--- src/rtl/pipe_ctrl_pkg.sv ---
// Shared definitions for the pipeline control slice: stall bus geometry,
// per-stage stall bit positions and the redirect FSM state encoding.
package pipe_ctrl_pkg;

    localparam int STALL_W   = 6;

    localparam int STALL_PC  = 0;
    localparam int STALL_IF  = 1;
    localparam int STALL_ID  = 2;
    localparam int STALL_EX  = 3;
    localparam int STALL_MEM = 4;
    localparam int STALL_WB  = 5;

    typedef logic [STALL_W-1:0] stall_bus_t;

    // IDLE: no redirect outstanding. PEND: a taken branch was seen while the
    // PC was frozen; its target waits in a latch until the PC can move.
    typedef enum logic {
        ST_IDLE = 1'b0,
        ST_PEND = 1'b1
    } pipe_state_t;

endpackage

--- src/rtl/pipe_ctrl_if.sv ---
// Stall request bundle: four per-stage stall requests going in, the
// resolved stage stall vector coming back.
// The master raises requests and reads the vector; the slave (the
// priority encoder) reads requests and drives the vector. There is no
// handshake: the vector is a pure combinational function of the requests.
interface pipe_ctrl_if;
    import pipe_ctrl_pkg::*;

    logic       req_if;
    logic       req_id;
    logic       req_ex;
    logic       req_mem;
    stall_bus_t stall;

    modport master (output req_if, output req_id, output req_ex, output req_mem,
                    input stall);
    modport slave  (input req_if, input req_id, input req_ex, input req_mem,
                    output stall);
endinterface

--- src/rtl/pipe_stall_enc.sv ---
// Stall priority encoder: a stall raised by a later stage also freezes every
// earlier stage, so the deepest requesting stage decides the vector.
module pipe_stall_enc
    import pipe_ctrl_pkg::*;
(
    pipe_ctrl_if.slave bus
);

    // Each stage is frozen when it or any later stage asks for a stall; WB never stalls.
    always_comb begin
        bus.stall            = '0;
        bus.stall[STALL_PC]  = bus.req_if | bus.req_id | bus.req_ex | bus.req_mem;
        bus.stall[STALL_IF]  = bus.req_if | bus.req_id | bus.req_ex | bus.req_mem;
        bus.stall[STALL_ID]  = bus.req_id | bus.req_ex | bus.req_mem;
        bus.stall[STALL_EX]  = bus.req_ex | bus.req_mem;
        bus.stall[STALL_MEM] = bus.req_mem;
        bus.stall[STALL_WB]  = 1'b0;
    end

endmodule

--- src/rtl/pipe_ctrl.sv ---
// Pipeline control: stage stall vector, branch flush/redirect sequencing and
// performance counters. A taken branch that arrives while the PC is frozen is
// parked in PEND and replayed as a single PC load on the first unfrozen cycle.
module pipe_ctrl
    import pipe_ctrl_pkg::*;
(
    input  logic        clk,
    input  logic        rst,
    input  logic        req_if_i,
    input  logic        req_id_i,
    input  logic        req_ex_i,
    input  logic        req_mem_i,
    input  logic        br_taken_i,
    input  logic [31:0] br_target_i,
    output logic [5:0]  stall_o,
    output logic        flush_o,
    output logic        redir_valid_o,
    output logic [31:0] redir_pc_o,
    output logic        pend_o,
    output logic [31:0] perf_stall_o,
    output logic [31:0] perf_flush_o
);

    pipe_ctrl_if u_stall_if ();

    assign u_stall_if.req_if  = req_if_i;
    assign u_stall_if.req_id  = req_id_i;
    assign u_stall_if.req_ex  = req_ex_i;
    assign u_stall_if.req_mem = req_mem_i;

    pipe_stall_enc u_enc (
        .bus (u_stall_if.slave)
    );

    pipe_state_t state_q, state_d;
    logic [31:0] tgt_q;
    logic        tgt_load;
    logic [31:0] perf_stall_q;
    logic [31:0] perf_flush_q;
    logic        pc_stall;

    // Outputs are held quiet while reset is asserted, so the vector is gated here.
    always_comb begin
        stall_o = rst ? '0 : u_stall_if.stall;
    end

    assign pc_stall     = stall_o[STALL_PC];
    assign perf_stall_o = perf_stall_q;
    assign perf_flush_o = perf_flush_q;

    // Next state and redirect/flush outputs; a redirect fires in the same cycle the PC is free.
    always_comb begin
        state_d       = state_q;
        flush_o       = 1'b0;
        redir_valid_o = 1'b0;
        redir_pc_o    = 32'h0;
        pend_o        = 1'b0;
        tgt_load      = 1'b0;
        if (!rst) begin
            case (state_q)
                ST_IDLE: begin
                    if (br_taken_i) begin
                        flush_o = 1'b1;
                        if (!pc_stall) begin
                            redir_valid_o = 1'b1;
                            redir_pc_o    = br_target_i;
                        end else begin
                            tgt_load = 1'b1;
                            state_d  = ST_PEND;
                        end
                    end
                end
                ST_PEND: begin
                    // EX holds a squashed bubble here, so br_taken_i is not looked at.
                    flush_o = 1'b1;
                    pend_o  = 1'b1;
                    if (!pc_stall) begin
                        redir_valid_o = 1'b1;
                        redir_pc_o    = tgt_q;
                        state_d       = ST_IDLE;
                    end
                end
                default: state_d = ST_IDLE;
            endcase
        end
    end

    // State, parked target and counters; reset wins over everything on the same edge.
    always_ff @(posedge clk) begin
        if (rst) begin
            state_q      <= ST_IDLE;
            tgt_q        <= 32'h0;
            perf_stall_q <= 32'h0;
            perf_flush_q <= 32'h0;
        end else begin
            state_q <= state_d;
            if (tgt_load) begin
                tgt_q <= br_target_i;
            end
            if (pc_stall) begin
                perf_stall_q <= perf_stall_q + 32'd1;
            end
            if (redir_valid_o) begin
                perf_flush_q <= perf_flush_q + 32'd1;
            end
        end
    end

endmodule

--- config.mk ---
export PLATFORM = sky130hd
export DESIGN_NAME = pipe_ctrl
export DESIGN_NICKNAME = d
export VERILOG_FILES = /design/src/rtl/pipe_ctrl_pkg.sv /design/src/rtl/pipe_ctrl_if.sv /design/src/rtl/pipe_stall_enc.sv /design/src/rtl/pipe_ctrl.sv
export SDC_FILE = /design/constraint.sdc
export NUM_CORES = 1
export LEC_CHECK = 0
export BUFFER_PORTS_ARGS = -buffer_cell sky130_fd_sc_hd__buf_2
export CORE_UTILIZATION = 50
export CTS_BUF_LIST = sky130_fd_sc_hd__clkbuf_4 sky130_fd_sc_hd__clkbuf_8
export DETAILED_ROUTE_END_ITERATION = 8
export PLACE_DENSITY_LB_ADDON = 0.05
export SYNTH_ARGS = -nofsm -noshare
export SYNTH_HDL_FRONTEND = slang
export SYNTH_HIERARCHICAL = 1
export SYNTH_SLANG_ARGS = --single-unit
--- constraint.sdc ---
create_clock -name clk -period 2.98 [get_ports clk]
set_input_delay 0.298 -clock clk [delete_from_list [all_inputs] [get_ports clk]]
set_output_delay 0.298 -clock clk [all_outputs]
set_load 0.02 [all_outputs]
==> flow_metrics.tcl <==
set metrics [dict create \
    worst-endpoint-arrival_ns 1.95 \
    min_path_type "in -> reg" \
    crit_slowest_cell "or4_1" \
    grt_use_total 0.223 \
    numCtsBuffers 9 \
    synth_edf_count 0 \
    finalNetCount 731 \
    p_comb_frac 0.083 \
    synth-seq-cells 97 \
    viasPerCell 5.30 \
    fin_ws_ns 0.730 \
    floorplan.initialDensity 0.525 \
    place.gp.congestion 0.791 \
    crit_path_end_kind "output port" \
    grt_pass1_wl_mm 18.0 \
    avgSynthCellArea_um2 8.22 \
    htree_levels 3 \
    fin_crit_sh 0.755 \
    syn_area_mm2 0.00467 \
    synth_fp_nets 609 \
    slew_viol_final 0 \
    run_status "completed" \
    antenna_found_initial 0 \
    synth_cell_types 37 \
    dieArea_mm2 0.00973 \
    async_flop_share 0 \
    critical_path_class "in -> out" \
    drc 0 \
    syn2layout_area_growth_pct 20.7 \
    overflow 0 \
    timing.slew.headroom 0.382 \
    root_buffer "clkbuf_8" \
    final_layout_size_suffix_gt1_frac 0.250 \
    worstMarginPinSlew_ns 0.928 \
    netlist_top_cells_count "97 x dfxtp_1, 90 x nor2_1, 53 x nand2_1" \
    p_leak_nw 2.34 \
    synth-main-ff-cell "dfxtp_1" \
    crit_fanout 33 \
    avgRoutedWirePerCell_um 13.3 \
    finalHoldViolations 0 \
    dr.pass1.iters 4 \
    drt-total-wl_mm 10.6 \
    crit_path_max_incr_delay_ns 0.53 \
    cts.sinks 97 \
    core_mm2 0.00889 \
    worstSkewPairLatency_ns 0.36 \
    cts_buffer_depth 2 \
    vias 4253 \
    die_x_um 98.6 \
    synth.most_common_cell "dfxtp_1" \
    antenna_cells 0 \
    power.share.clock 0.382 \
    clk_pin_slew_ns 0.10 \
    cts_setup_buffers 0 \
    cts_tree "built" \
    fill_cells 778 \
    yosys.area.top_type "dfxtp_1" \
    fin_tns_setup_ns 0 \
    rsz0062_at_grt "false" \
    p_sw_frac 0.249 \
    hpwl_mm 7.36 \
    ant_nets 0 \
    drt_iter0_markers 158 \
    critPathLaunchType "input pin" \
    yosysWarnings 6 \
    num_rows 34 \
    grt_max_degree 65 \
    grt_pass1_vias 3882 \
    cts_resized 0 \
    path_cells "buf_2 > or4_1 > buf_4 > nand2b_1 > buf_4 > nor2_1 > buf_2" \
    ir_drop_uv 228 \
    finalClockSkew_ns 0.0144 \
    p_int_mw 1.90 \
    p_per_area_mw_per_mm2 450 \
    dp_slack_ns 0.465 \
    p_total_mw 2.53 \
    seqPwrFrac 0.535 \
    min_period_ns 2.25 \
    port_buffers 142 \
    die_h_um 98.6 \
    synth_top_area_frac 0.416 \
    hold_buffers 0 \
    max_cap_viol_count 0 \
    synthCells 568 \
    boundaryPins 144 \
    max_freq_mhz 444 \
    yosysSeqAreaShare 0.416 \
    setup_violations 0 \
    synth.area.top_cells "dfxtp_1 42%, xnor2_1 7.3%, nor2_1 7.2%" \
    power_switching_mw 0.630 \
    cp_data_required_time_ns 2.68 \
]
## per-stage QoR
step	hold WS (ns)	instance area, um2	utilization	instances
final	0.144	5630	0.634	803
after global routing	0.135	5630	0.634	803
after CTS	0.130	5630	0.634	803
after detailed placement	0.465	5410	0.608	787
after global placement	0.459	5410	0.608	787
after floorplan	0.407	4670	-	568
## path summary, 6_finish.rpt
check                               startpoint                             to  slack (ns)  cells past startpoint
setup reg to reg  perf_flush_o[6]$_SDFFE_PP0P_  perf_flush_o[27]$_SDFFE_PP0P_        0.84                      5
hold reg to reg         tgt_q[30]$_SDFFE_PP0P_         tgt_q[30]$_SDFFE_PP0P_        0.48                      2
setup / recovery                      req_id_i                 redir_pc_o[29]        0.73                      7
hold / removal                 br_target_i[26]         tgt_q[26]$_SDFFE_PP0P_        0.14                      3
## cells by family after synthesis
family | share of synthesized area
AND/OR/NAND/NOR | 0.302
flip-flops | 0.416
XOR/XNOR | 0.101
AO/OA/AOI/OAI | 0.0598
buffers and inverters | 0.0440
multiplexers | 0.0708
adder cells (fa/ha/maj) | 0.00536
other | 0.000803
## power by group through the flow
stage / Combinational, mW / Clock, mW / Sequential [mW]
after detailed placement: 0.211 / 0 / 1.39
after CTS: 0.212 / 0.999 / 1.36
final: 0.210 / 0.968 / 1.36
after global routing: 0.236 / 1.05 / 1.36
after floorplan: 0.144 / 0 / 1.38
after global placement: 0.207 / 0 / 1.38
## placed cells by master (no fill, tap or decap), types with 2 or more instances in the layout
| cell | Yosys | final |
|---|---|---|
| and3_1 | 5 | 5 |
| bufinv_16 | 0 | 2 |
| or2_2 | 2 | 2 |
| nor4_1 | 17 | 17 |
| buf_4 | 4 | 7 |
| a21oi_1 | 9 | 9 |
| buf_2 | 2 | 142 |
| nand3b_1 | 2 | 2 |
| nor3_1 | 11 | 11 |
| nand2b_1 | 33 | 33 |
| xnor2_1 | 39 | 39 |
| ha_1 | 2 | 2 |
| inv_6 | 0 | 3 |
| o21ai_0 | 38 | 38 |
| nand4_1 | 13 | 13 |
| clkbuf_8 | 0 | 9 |
| and4_1 | 9 | 9 |
| mux2i_1 | 33 | 33 |
| nor2_1 | 90 | 90 |
| or3_1 | 8 | 8 |
| dfxtp_1 | 97 | 96 |
| or4_1 | 2 | 2 |
| nand3_1 | 18 | 18 |
| nor2b_1 | 8 | 8 |
| nor4b_1 | 3 | 3 |
| nand2_1 | 53 | 53 |
| xor2_1 | 15 | 15 |
| clkinvlp_4 | 0 | 2 |
| inv_1 | 12 | 12 |
## state kept, by name, summed over array words and instances, names as in the netlist
| name | count |
|---|---|
| state_q | 1 |
| perf_flush_o | 32 |
| perf_stall_o | 32 |
| tgt_q | 32 |
## final cells by class
class / count / area (um2) / area share
Tap cell: 108 / 135 / 0.0240
Timing Repair Buffer: 149 / 763 / 0.135
Multi-Input combinational cell: 421 / 2520 / 0.448
Clock inverter: 7 / 101 / 0.0180
Sequential cell: 97 / 1940 / 0.345
Inverter: 12 / 45.0 / 0.00799
Clock buffer: 9 / 124 / 0.0220
## critical path: cells and delay by family
family,cells,cell delay [ns]
AND/OR/NAND/NOR,3,0.88
buffers and inverters,4,0.75
## layer usage
layer / GRT usage / share of wire
met5: 0 / 0
met4: 0.0712 / 0.014
met3: 0.0631 / 0.072
met2: 0.360 / 0.46
met1: 0.288 / 0.45
No activity file was read; power rests on OpenSTA's default activity.
